`src/rtl/life_pkg.sv`:
```
// life_pkg: Conway life rule constants and the per-cell next-state rule.
package life_pkg;
   localparam int NCNT_W = 4;
   localparam logic [NCNT_W-1:0] BIRTH_N  = 4'd3;
   localparam logic [NCNT_W-1:0] SURV_MIN = 4'd2;
   localparam logic [NCNT_W-1:0] SURV_MAX = 4'd3;
   function automatic logic next_state(input logic alive, input logic [NCNT_W-1:0] cnt);
      return alive ? (cnt >= SURV_MIN && cnt <= SURV_MAX) : (cnt == BIRTH_N);
   endfunction
endpackage

```
`src/rtl/life_cell.sv`:
```
// life_cell: one life cell; in-cell priority scan > write > enb.
module life_cell
   import life_pkg::*;
(
   input  logic       clk,
   input  logic       reset,
   input  logic [7:0] nbr,
   input  logic       write,
   input  logic       val,
   input  logic       enb,
   input  logic       scan,
   input  logic       scan_val,
   output logic       alive,
   output logic       nxt
);
   logic [NCNT_W-1:0] cnt;
   always_comb begin
      cnt = '0;
      for (int k = 0; k < 8; k++) cnt += NCNT_W'(nbr[k]);
   end
   assign nxt = next_state(alive, cnt);
   always_ff @(posedge clk)
      if (reset) alive <= 1'b0;
      else if (scan) alive <= scan_val;
      else if (write) alive <= val;
      else if (enb) alive <= nxt;
endmodule

```
`src/rtl/life_col_n.sv`:
```
// life_col_n: parametrised column of life cells with wrap, scan/shift, popcount and generation tracking.
module life_col_n
   import life_pkg::*;
#(
   parameter int ROWS  = 8,
   parameter int ROW_W = $clog2(ROWS),
   parameter int POP_W = $clog2(ROWS + 1),
   parameter int GEN_W = 16
) (
   input  logic             clk,
   input  logic             reset,
   input  logic [ROWS-1:0]  w_col,
   input  logic [ROWS-1:0]  e_col,
   input  logic             n,
   input  logic             ne,
   input  logic             nw,
   input  logic             s,
   input  logic             se,
   input  logic             sw,
   input  logic             wrap,
   input  logic             write_enb,
   input  logic             val,
   input  logic [ROW_W-1:0] row,
   input  logic             scan,
   input  logic [ROWS-1:0]  scan_val,
   input  logic             shift_en,
   input  logic             shift_in,
   output logic             shift_out,
   input  logic             enable,
   output logic [ROWS-1:0]  alive_col,
   output logic [POP_W-1:0] pop_count,
   output logic [GEN_W-1:0] gen_count,
   output logic             changed
);
   logic [ROWS-1:0]  next_col;
   logic [POP_W-1:0] pop;
   logic             step;
   assign step      = enable & ~scan & ~shift_en & ~write_enb;
   assign shift_out = alive_col[ROWS-1];
   for (genvar i = 0; i < ROWS; i++) begin : g_cell
      localparam int UP = (i + ROWS - 1) % ROWS;
      localparam int DN = (i + 1) % ROWS;
      logic [2:0] up3, dn3;
      logic       sv;
      // Edge rows take outer neighbours from the ports unless the column is a torus.
      assign up3 = (i == 0 && !wrap) ? {nw, n, ne} : {w_col[UP], alive_col[UP], e_col[UP]};
      assign dn3 = (i == ROWS - 1 && !wrap) ? {sw, s, se} : {w_col[DN], alive_col[DN], e_col[DN]};
      assign sv  = scan ? scan_val[i] : (i == 0 ? shift_in : alive_col[UP]);
      life_cell u_cell (
         .clk,
         .reset,
         .nbr      ({up3, w_col[i], e_col[i], dn3}),
         .write    (write_enb && row == ROW_W'(i)),
         .val,
         .enb      (step),
         .scan     (scan | shift_en),
         .scan_val (sv),
         .alive    (alive_col[i]),
         .nxt      (next_col[i])
      );
   end
   always_comb begin
      pop = '0;
      for (int k = 0; k < ROWS; k++) pop += POP_W'(alive_col[k]);
   end
   always_ff @(posedge clk)
      if (reset) begin
         gen_count <= '0;
         changed   <= 1'b0;
         pop_count <= '0;
      end else begin
         pop_count <= pop;
         if (scan) begin
            gen_count <= '0;
            changed   <= 1'b0;
         end else if (step) begin
            gen_count <= gen_count + 1'b1;
            changed   <= next_col != alive_col;
         end
      end
endmodule

```
`config.mk`:
```
export PLATFORM = sky130hd
export DESIGN_NAME = life_col_n
export DESIGN_NICKNAME = d
export VERILOG_FILES = /design/src/rtl/life_pkg.sv /design/src/rtl/life_cell.sv /design/src/rtl/life_col_n.sv
export SDC_FILE = /design/constraint.sdc
export NUM_CORES = 1
export LEC_CHECK = 0
export BUFFER_PORTS_ARGS = -buffer_cell sky130_fd_sc_hd__buf_2
export CORE_MARGIN = 8
export CORE_UTILIZATION = 45
export DETAILED_ROUTE_END_ITERATION = 6
export PLACE_DENSITY = 0.68
export REMOVE_ABC_BUFFERS = 1
export SLEW_MARGIN = 10
export SYNTH_ARGS = -nofsm -noshare
export SYNTH_HDL_FRONTEND = slang
export SYNTH_SLANG_ARGS = --single-unit
```
`constraint.sdc`:
```
create_clock -name clk -period 10.66 [get_ports clk]
set_input_delay 0.533 -clock clk [delete_from_list [all_inputs] [get_ports clk]]
set_output_delay 0.533 -clock clk [all_outputs]
set_load 0.01 [all_outputs]
```
# After elaboration in Yosys (flattened, before gate mapping)
# Index checks and enable logic that the tools add are counted.
dict set report op_classes {
  eq_ne 16
  addsub 64
  reduce_logical 26
  mux 42
  bitwise 7
  n_lt_le_gt_ge 16
}
# op count
set op_table {}
lappend op_table {{$add A4 B1 Y4} 52}
lappend op_table {{$mux W1} 40}
lappend op_table {{$eq A4 B2 Y1 const B} 8}
lappend op_table {{$ge A4 B2 Y1 const B} 8}
lappend op_table {{$le A4 B2 Y1 const B} 8}
lappend op_table {{$reduce_bool A3 Y1} 8}
lappend op_table {{$add A1 B1 Y2} 9}
lappend op_table {{$add A16 B1 Y16 const B} 1}
lappend op_table {{$logic_and A1 B1 Y1} 16}
lappend op_table {{$eq A3 B3 Y1 const B} 4}
lappend op_table {{$ne A8 B8 Y1} 1}
lappend op_table {{$eq A3 B2 Y1 const B} 2}
lappend op_table {{$mux W3} 2}
lappend op_table {{$add A3 B1 Y4} 1}
lappend op_table {{$add A2 B1 Y3} 1}
lappend op_table {{$and A1 B1 Y1} 3}
lappend op_table {{$eq A3 B1 Y1 const B} 1}
lappend op_table {{$logic_not A3 Y1} 1}
lappend op_table {{$not A1 Y1} 3}
lappend op_table {{$reduce_or A2 Y1} 1}
lappend op_table {{$or A1 B1 Y1} 1}
dict set report totals {
  output_inout_bits 30
  ff_bits 29
}

# Logic depth before layout (Yosys ltp)
dict set report logic_depth {
  word_depth 14
  depth_mapped 15
}

# Cells and area by module
# A second synthesis with hierarchy kept.
dict set report hier_totals {
  cells_unflattened 426
  area_unflattened_um2 3543.4
}
# mod area_each_um2 cells_per_inst instances seq_area_each_um2
set by_module_without_submodules {}
lappend by_module_without_submodules {{life_cell (g_cell[0].u_cell ...)} 271.5 33 6 20.0}
lappend by_module_without_submodules {life_col_n 1371.3 166 1 420.4}
lappend by_module_without_submodules {{life_cell (g_cell[6].u_cell ...)} 271.5 31 2 20.0}

# Least setup slack after synthesis
# No wires, ideal clock.
dict set report synth_timing {
  kind {input to register}
  startpoint {in wrap}
  endpoint {reg g_cell[7].u_cell.alive}
  n_path_buf 1
  path_stages 13
  arrival_ns 3.949
  setup_slack_ns 6.616
  setup_time_ns 0.095
  cell_sequence {clkbuf_1 -> mux2_2 -> ha_1 -> inv_1 -> fa_1 -> fa_1 -> fa_1 -> fa_1 -> nor2_1 -> a31oi_1 -> a2111oi_0 -> a31oi_1 -> a221oi_1}
}
dict set report synth_between {
  elab_chain_len 14
  word_cells_on_any_way 16
}
# element line_no
set synth_lines {}
lappend synth_lines {{from (decl)} life_col_n.sv:20} ;# input logic wrap,
lappend synth_lines {{$mux W3 *} life_col_n.sv:47} ;# assign dn3 = (i == ROWS - 1 && !wrap) ? {sw, s, se} : {w_col[DN], alive_col[DN], e_col[DN]};
lappend synth_lines {{$add A1 B1 Y2} life_cell.sv:19} ;# for (int k = 0; k < 8; k++) cnt += NCNT_W'(nbr[k]);
lappend synth_lines {{$add A4 B1 Y4 * (6 in a row)} life_cell.sv:19}
lappend synth_lines {{$ge A4 B2 Y1 / $le A4 B2 Y1 (equally long branches)} life_pkg.sv:8} ;# return alive ? (cnt >= SURV_MIN && cnt <= SURV_MAX) : (cnt == BIRTH_N);
lappend synth_lines {{$logic_and A1 B1 Y1} life_pkg.sv:8}
lappend synth_lines {{$mux W1 *} life_pkg.sv:8}
lappend synth_lines {{$mux W1 *} life_cell.sv:26} ;# else if (enb) alive <= nxt;
lappend synth_lines {{$mux W1 *} life_cell.sv:25} ;# else if (write) alive <= val;
lappend synth_lines {{$mux W1 *} life_cell.sv:24} ;# else if (scan) alive <= scan_val;
lappend synth_lines {{to (signal assigned)} life_cell.sv:24}
lappend synth_lines {{to (signal assigned)} life_cell.sv:25}
lappend synth_lines {{to (signal assigned)} life_cell.sv:26}
lappend synth_lines {{to (decl)} life_cell.sv:13} ;# output logic alive,
# Mark *: on every way between the ends. The rest lies on a longest branch, timed or not. The select of a mux whose other input is x is not followed.
# A chain may end at the register's enable or synchronous reset.

# Worst setup path after layout
dict set report layout_timing {
  startpoint {reg g_cell[1].u_cell.alive}
  endpoint {reg changed}
}
dict set report layout_between {
  elab_chain_len 11
  word_cells_on_any_way 21
}
# element line_no
set layout_lines {}
lappend layout_lines {{from (decl)} life_cell.sv:13}
lappend layout_lines {{from (signal assigned)} life_cell.sv:24}
lappend layout_lines {{from (signal assigned)} life_cell.sv:25}
lappend layout_lines {{from (signal assigned)} life_cell.sv:26}
lappend layout_lines {{$add A1 B1 Y2} life_cell.sv:19}
lappend layout_lines {{$add A4 B1 Y4 (6 in a row)} life_cell.sv:19}
lappend layout_lines {{$ge A4 B2 Y1 / $le A4 B2 Y1 (equally long branches)} life_pkg.sv:8}
lappend layout_lines {{$logic_and A1 B1 Y1} life_pkg.sv:8}
lappend layout_lines {{$mux W1} life_pkg.sv:8}
lappend layout_lines {{$ne A8 B8 Y1 *} life_col_n.sv:78} ;# changed <= next_col != alive_col;
lappend layout_lines {{to (signal assigned)} life_col_n.sv:78}
lappend layout_lines {{to (decl)} life_col_n.sv:33} ;# output logic changed
# Mark *: on every way between the ends. The rest lies on a longest branch, timed or not.

==> metrics <==
Most used DFF post-synth=dfxtp_1; Post-Synthesis Cells=383; top cells by count, synth=inv_1 (66), nor2_1 (40), fa_1 (36); area of placed instances=3690 um2; DRC viols=0; Clk Latency, worst-skew pair=270 ps; final hold vios=0; post-route cell area=3810 um2; Die H=about 100 um; HP Class=flop to flop; Initial DRC Count=~180; Initial Util=0.461; diode count=0; FMAX=between 200 and 250 MHz; fin worst setup slack=between 6000 and 7000 ps; critical path required time=10810 ps; vias per std cell=5.30; IO Pins=72; worst-path maximum fanout=8; Cells after DPL=roughly 540; PD cells=130 nW/um2; Relative slew margins=0.647; pins over their slew limit=0; Final nets=552; EDFF count, synth=0; routed wl met2=3870 um; first-pass GRT wire length=13700 um; syn avg cell area=~8.6 um2; cells along the critical path=ha_1 > fa_1 > fa_1 > inv_1 > fa_1 > fa_1 > nor4b_1 > o21bai_1 > a22oi_1 > and4_1 > a21oi_1; CTS Hold Buffers Added=0; post-layout power=slightly below 500 uW; post_cts resized=0; Synth Register Bits=29; Hold WS=517 ps; wire length on met1=3650 um; most common cell in the netlist=inv_1; R2R depth=11; Final setup viols=0; initial antenna violation count=0; Synth Warn #=0; Layout Cells excl Fill=546; reg2reg start=g_cell[1].u_cell.alive; VDD IR-drop max=0.0509 mV; outcome=complete, no violations; max-cap check violation count=0; Setup Skew=3.73 ps; r2r endpoint=changed; area grow syn2layout=15.2%; port bufs=slightly above 70; Clock Tree Root=clkbuf_8; vias=2896; CTS HTree Levels=2; synth unique cells=between 40 and 50; DR pass1 iterations=5; post-DP HPWL=roughly 7000 um; min Tclk post-route=4080 ps; min-delay src=gen_count[9]; Tcrit/Tclk final=0.383; num rows=31; top routing layer in use=met4; synth top area cells=fa_1 (22%), dfxtp_1 (18%), ha_1 (11%); Hold Path Sink=gen_count[9]; Reg2Reg Setup Slack=6580 ps; CTS buffer count=5; Hold Path Depth=2; Final Core Density=0.531; Most Frequent Cell on Critical Path=fa_1; TritonCTS Sinks=29; Routability Congestion=0.962; Fillers=between 700 and 800; die area=slightly above 10000 um2; layout cell share with drive strength beyond 1=0.201; vias in the first global route=2990; share of the synthesized area in the top cell type=0.218; crit end category=flop; Setup Fix Bufs, Post-CTS=0; gr usage total=0.166; Lkg Pwr=1.84 nW; final wirelength=between 8000 and 9000 um; sequential area share after synthesis=0.175; largest net degree at the start of global routing=20; mapped cell area=between 3000 and 4000 um2; startpoint types=flop; setup TNS=0 ps; CTS max path bufs=2; CP max stage cell=dfxtp_1; clk slew on worst S/H paths=60 ps; CP Launch Point=g_cell[1].u_cell.alive; die width=a little over 100 um; TritonCTS clock tree=built; Core Region=roughly 7000 um2; worst endpoint data arrival time=around 4200 ps; total gr overflow=0; worst stage delay on the critical path=560 ps; dpl ws=6550 ps; CP Class=flop to flop; metal3 WL=520 um; drt wl/cell=15.1 um; RSZ-0062 raised after global routing=no; Detail Route Antenna Nets=0; dominant cell type by area after synthesis=fa_1; Worst-Margin Slew=522 ps; Synth async-reset ratio=0
where the power goes:
group          internal, mW  total, mW  switching [mW]
registers             0.114      0.122         0.00794
logic                 0.115      0.256           0.141
clock network        0.0761      0.116          0.0401
total                 0.306      0.494           0.189
cell usage in the layout (no fill, tap or decap), drive strengths merged, types with 4 or more instances in the layout:
master | Yosys | layout
mux2i | 5 | 5
clkbuf | 6 | 7
buf | 9 | 71
fa | 36 | 36
o21ai | 13 | 13
a21oi | 12 | 12
nand2 | 12 | 12
xor2 | 11 | 11
inv | 66 | 66
a31oi | 5 | 5
nor4 | 5 | 5
ha | 28 | 28
a211oi | 5 | 5
nor2 | 41 | 41
dfxtp | 29 | 29
or3 | 5 | 5
nand4 | 5 | 5
nand2b | 14 | 14
nor2b | 10 | 10
mux2 | 4 | 4
nand3 | 8 | 8
a2111oi | 4 | 4
nor3 | 9 | 9
a221oi | 9 | 9
critical path, delay by kind of cell (launching register included):
family,cells,cell delay [ps]
adders and majority gates,5,2150
and+or+nand+nor,2,740
DFF,1,560
AOI/OAI and AO/OA,3,440
buffers and inverters,1,60
per-layer routing:
metal  vias up  global-route usage
met5         -                   0
met4         0              0.0561
met3        17              0.0337
met2       106               0.280
met1      1358               0.204
li1       1415                   -
logic make-up (layout without fill, tap and decap cells):
logic type                 count (synthesis)  after routing  synth area share
DFF                                       29             29             0.175
muxes                                      9              9            0.0287
AOI/OAI and AO/OA                         63             63             0.130
and+or+nand+nor                          123            123             0.202
adders and majority gates                 64             64             0.324
buffers and inverters                     81            145             0.103
xor gates and xnor gates                  14             14            0.0371
state kept, by name, summed over array words and instances, names as in the netlist:
signal and cells:
changed 1, g_cell.u_cell.alive 8, gen_count 16, pop_count 4
how the worst max path moves through the flow:
stage | endpoint | slack [ps] | cells after the start
after global placement | changed | 6610 | 12
after detailed placement | g_cell[7].u_cell.alive | 6550 | 13
after CTS | changed | 6640 | 11
after global routing | changed | 6430 | 11
final | changed | 6580 | 11
after floorplan | g_cell[7].u_cell.alive | 6910 | 12
final cells by class:
type / instances / area, um2 / share of cell area
multi-input cells: 273 / 2390 / 0.626
clock buffers: 7 / 86.3 / 0.0227
clock inverters: 1 / 30.0 / 0.00788
well taps: 99 / 124 / 0.0325
flip-flops and latches: 29 / 581 / 0.152
inverters: 66 / 248 / 0.0650
repair buffers: 71 / 355 / 0.0932
Note: power is estimated with default switching activity, not from simulation.
